$ cat config.mk
export PLATFORM = sky130hd
export DESIGN_NAME = instr_fetch_unit
export DESIGN_NICKNAME = d
export VERILOG_FILES = /design/src/rtl/instr_fetch_unit.sv
export SDC_FILE = /design/constraint.sdc
export NUM_CORES = 1
export LEC_CHECK = 0
export ABC_AREA = 0
export BUFFER_PORTS_ARGS = -buffer_cell sky130_fd_sc_hd__buf_2
export CORE_MARGIN = 2
export CORE_UTILIZATION = 44
export CTS_CLUSTER_DIAMETER = 100
export DETAILED_ROUTE_END_ITERATION = 6
export GPL_ROUTABILITY_DRIVEN = 0
export PLACE_DENSITY = 0.9
export SLEW_MARGIN = 10
export SYNTH_ARGS = -nofsm -noshare
export SYNTH_HDL_FRONTEND = slang
export SYNTH_SLANG_ARGS = --single-unit
$ cat constraint.sdc
create_clock -name CLK -period 2.5 [get_ports CLK]
set_clock_uncertainty 0.2 [all_clocks]
set_input_delay 0.125 -clock CLK [delete_from_list [all_inputs] [get_ports CLK]]
set_output_delay 0.125 -clock CLK [all_outputs]
set_load 0.02 [all_outputs]
$ cat src/rtl/instr_fetch_unit.sv
// instr_fetch_unit
// ----------------
// Fetch stage of the 16-bit accumulator processor. It holds the PC, reads
// instruction words from instruction memory over a req/ready handshake and
// latches them into the instruction register (IR).
//
// State table:
//   state | meaning
//   IDLE  | no memory request outstanding; Branch loads PC, Fetch starts a read
//   REQ   | MemReq high, MemAddr = PC held stable until MemRdy, Branch or timeout
//
// Ports:
//   CLK, RST_N        clock (rising edge), synchronous active-low reset
//   Fetch             control unit request to fetch the next instruction
//   Branch            load BranchTarget into PC (also aborts a fetch in flight)
//   BranchTarget      new PC value
//   MemReq, MemAddr   read request and address to instruction memory
//   MemRdy, MemData   memory data-valid strobe and instruction word
//   PC, IR            program counter and instruction register
//   Opcode            IR[15:12]
//   Addr12            IR[11:0]
//   Imm4              IR[3:0], drives the downstream zero extender directly
//   IRValid           one-cycle pulse after IR has been updated
//   Busy              high while not in IDLE
//   Fault             sticky fetch-timeout flag
//
// Build option: define FETCH_TIMEOUT_EN to add the fetch watchdog. Without it
// REQ waits indefinitely and Fault is tied low.

module instr_fetch_unit #(
    parameter int                 ADDR_W   = 16,
    parameter logic [ADDR_W-1:0]  RESET_PC = '0,
    parameter int                 PC_INC   = 2,
    parameter int                 TIMEOUT  = 15
) (
    input  logic              CLK,
    input  logic              RST_N,
    input  logic              Fetch,
    input  logic              Branch,
    input  logic [ADDR_W-1:0] BranchTarget,
    output logic              MemReq,
    output logic [ADDR_W-1:0] MemAddr,
    input  logic              MemRdy,
    input  logic [15:0]       MemData,
    output logic [ADDR_W-1:0] PC,
    output logic [15:0]       IR,
    output logic [3:0]        Opcode,
    output logic [11:0]       Addr12,
    output logic [3:0]        Imm4,
    output logic              IRValid,
    output logic              Busy,
    output logic              Fault
);

    localparam logic [0:0] IDLE = 1'b0;
    localparam logic [0:0] REQ  = 1'b1;

    if (TIMEOUT < 1 || TIMEOUT > 255) begin : g_bad_timeout
        $error("instr_fetch_unit: TIMEOUT must be in 1..255");
    end

    logic [0:0] state;
    logic       fault_q;
    logic       timeout_hit;

`ifdef FETCH_TIMEOUT_EN
    // Count of REQ cycles that have ended without MemRdy; timeout fires in
    // the cycle whose end would make the count equal TIMEOUT.
    localparam logic [7:0] WD_LAST = 8'(TIMEOUT - 1);

    logic [7:0] wd_cnt;

    assign timeout_hit = (state == REQ) && !MemRdy && (wd_cnt == WD_LAST);

    always_ff @(posedge CLK) begin
        if (!RST_N) begin
            wd_cnt  <= 8'd0;
            fault_q <= 1'b0;
        end else if (state == IDLE) begin
            // Held at zero while idle so every REQ entry starts from zero.
            wd_cnt <= 8'd0;
        end else if (!Branch && !MemRdy) begin
            if (timeout_hit) begin
                fault_q <= 1'b1;
            end else begin
                wd_cnt <= wd_cnt + 8'd1;
            end
        end
    end
`else
    assign timeout_hit = 1'b0;
    assign fault_q     = 1'b0;
`endif

    always_ff @(posedge CLK) begin
        if (!RST_N) begin
            state   <= IDLE;
            PC      <= RESET_PC;
            IR      <= 16'h0000;
            IRValid <= 1'b0;
        end else begin
            IRValid <= 1'b0;
            if (state == IDLE) begin
                // Branch wins over a simultaneous Fetch; the Fetch is dropped.
                if (Branch) begin
                    PC <= BranchTarget;
                end else if (Fetch && !fault_q) begin
                    state <= REQ;
                end
            end else begin
                if (Branch) begin
                    // Abort: the returning word (if any) is discarded.
                    PC    <= BranchTarget;
                    state <= IDLE;
                end else if (MemRdy) begin
                    IR      <= MemData;
                    PC      <= PC + ADDR_W'(PC_INC);
                    IRValid <= 1'b1;
                    state   <= IDLE;
                end else if (timeout_hit) begin
                    state <= IDLE;
                end
            end
        end
    end

    assign MemReq  = (state == REQ);
    assign Busy    = (state != IDLE);
    assign MemAddr = PC;
    assign Opcode  = IR[15:12];
    assign Addr12  = IR[11:0];
    assign Imm4    = IR[3:0];
    assign Fault   = fault_q;

endmodule

==> results.md <==
* CP max FO at 7
* #FFs+latches synth at 34
* CTS Sinks at 34
* Status: finished, final reports clean
* Setup Total Neg Slack at 0 ps
* Worst vdd ir at 0.000260 V
* Synthesized area per cell at 8.05 um2
* Cts bufs inserted at 5
* Die area at 0.00490 mm2
* Final WL at 5240 um
* Max-cap viol count at 0
* Placed Instance Area at 0.00219 mm2
* Clock-pin slew of the registers on the worst-case setup and hold paths at 70 ps
* Post-layout instance area at approximately 0.0026 mm2
* H-tree depth at 2
* CTS tree: done
* RSZ-0062 raised after global routing: false
* # diodes at 0
* Synthesized area at 0.00192 mm2
* Core Region at a little over 0.004 mm2
* FMAX at between 400 and 500 MHz
* Final hold slack at 54.8 ps
* HPWL Detailed at approximately 3400 um
* Post-synth ARST share at 0%
* Top_reg_cell synth: dfxtp_1
* Antenna violations before repair at 0
* Worst slack, placed at 512 ps
* I/O pin total at 109
* Most common cell in the netlist: nand2_1
* Iteration-0 DRC Markers at 150
* # rows at 23
* Post-layout nets at 371
* Layout cell share with drive strength beyond 1 at ~36%
* DR pass1 iterations at 4
* Vias/cell at 5.13
* Max_slew headroom at 62.9%
* Setup ws final at 457 ps
* PortBufs at 107
* YS warnings at 0
* # DRC at 0
* Worst skew pair latency at 280 ps
* Setup Fix Bufs, Post-CTS at 0
* Worst-case reg-to-reg path depth at 5
* Final max-slew violation count at 0
* Post-synth EDFFs at 0
* List of most frequent post-synthesis cells: 48 x nand2_1, 40 x buf_4, 34 x dfxtp_1, 11 x a21boi_0, 11 x clkbuf_1
* Critical Path AT at 2000 ps
* Area delta synth->final at 33.8%
* Die X-Extent at around 70 um
* Period utilization at roughly 82%
* Synth unique cells at between 40 and 50
* Min-delay worst type: in2reg
* Drt wl/cell at 13.7 um
* Hold Vio Cnt, Final at 0
* Tightest Pin Transition at 556 ps
* Pleak at between 1 and 1.5 nW
* Synth Instances at ~240
* Synth top area cells: dfxtp_1 36%, buf_4 16%, nand2_1 9.4%
* Hold Path Cell Cnt at 5
* Power Density at 477 mW/mm2
* First-pass GRT wire length at slightly above 8000 um
* CP startpoint kind: register
* Tot Pwr at ~1.2 mW
* Crit path kind: reg2reg
* Min cycle time layout at 2040 ps
* Die Y at 70.0 um
* Setup Viol. Count Final at 0
* GRT Util Overall at 20.8%
* Routed via count at 1963
* Vias in the first global route at 1783
* Global route overflow at 0
* Cell accounting for the most synthesized area: dfxtp_1
* Antenna-violating nets left at 0
* Starting Density at between 40% and 50%
* Crit. End Element: register
* Post-synth top area share at 35.5%
* Share of the yosys chip area belonging to registers at 35.5%
* Root Driver: clkbuf_8
* CTS Buffer Depth at 2
* Syn_nets at 276
* Largest net degree at the start of global routing at 37
* Worst EP required at 2460 ps
## sequential cells by signal, summed over array words and instances (netlist names)
register / count
Busy: 1
IRValid: 1
IR: 16
MemAddr: 16
## worst max-delay path, cell delays in order, from the launching register on
cell,delay (ps)
dfxtp_1,470
ha_1,240
nand4_1,260
nor4_1,470
nand3_1,120
nor3b_1,160
## worst paths after layout
| kind | start | end | slack, ps |
|---|---|---|---|
| min reg2reg | IR[11]$_SDFFE_PN0P_ | IR[11]$_SDFFE_PN0P_ | 270 |
| max reg2reg | MemAddr[2]$_SDFFE_PN0P_ | MemAddr[15]$_SDFFE_PN0P_ | 460 |
| min | BranchTarget[7] | MemAddr[7]$_SDFFE_PN0P_ | 50 |
| max | MemAddr[2]$_SDFFE_PN0P_ | MemAddr[15]$_SDFFE_PN0P_ | 460 |
## timing repair
| action | in CTS | in global routing |
|---|---|---|
| hold buffers | 29 | 0 |
| endpoints found under the hold margin | 29 | 0 |
| gates resized for setup | 0 | 0 |
## placed cells by master, fill, tap and decap left out, types with 4 or more instances in the layout
cell type and n:
nor2b_1 4, o21ai_0 10, dlygate4sd3_1 29, nor2_1 5, nor4_1 4, a21boi_1 5, buf_2 107, xor2_1 4
a21boi_0 11, mux2i_1 4, nand3_1 4, nor3_1 6, nand2_1 48, clkbuf_8 5, dfxtp_1 34, nand4_1 4
a21oi_1 6
## metal layers
layer / up-vias / wire [um] / global-route usage, %
li1: 969 / - / -
met1: 897 / 2060 / 22.9
met2: 82 / 2680 / 36.8
met3: 15 / 349 / 4.91
met4: 0 / 156 / 10.9
met5: - / 0 / 0
## area by class of cell
class	instances	area [um2]
clock buffer	5	68.8
clock inverter	2	10.0
fill	353	1520
inverter	3	11.3
multi-input combinational	150	882
sequential	34	681
tap	50	62.6
timing repair buffer	139	848
## kinds of logic (layout without fill, tap and decap cells)
| kind of cell | count (synthesis) | after routing | synth area share, % |
|---|---|---|---|
| flops | 34 | 34 | 35.5 |
| compound gates | 47 | 47 | 16.9 |
| simple gates | 90 | 90 | 23.0 |
| mux | 4 | 4 | 2.09 |
| buf+inv | 54 | 149 | 18.4 |
| other cells | 1 | 1 | 0.196 |
| fa+ha+maj | 1 | 1 | 0.653 |
| xor+xnor | 7 | 7 | 3.20 |
## through the flow
step / utilization (%) / std cells
2_1_floorplan: - / 238
6_report: 62.7 / 383
4_1_cts: 62.7 / 383
3_3_place_gp: 53.7 / 347
3_5_place_dp: 53.7 / 347
5_1_grt: 62.7 / 383
## where the power goes
group | switching [mW] | leakage (nW) | internal (mW)
sequential | 0.0322 | 0.278 | 0.564
clock | 0.193 | 0.0438 | 0.187
combinational | 0.135 | 0.903 | 0.112
Note: power is estimated with default switching activity, not from simulation.
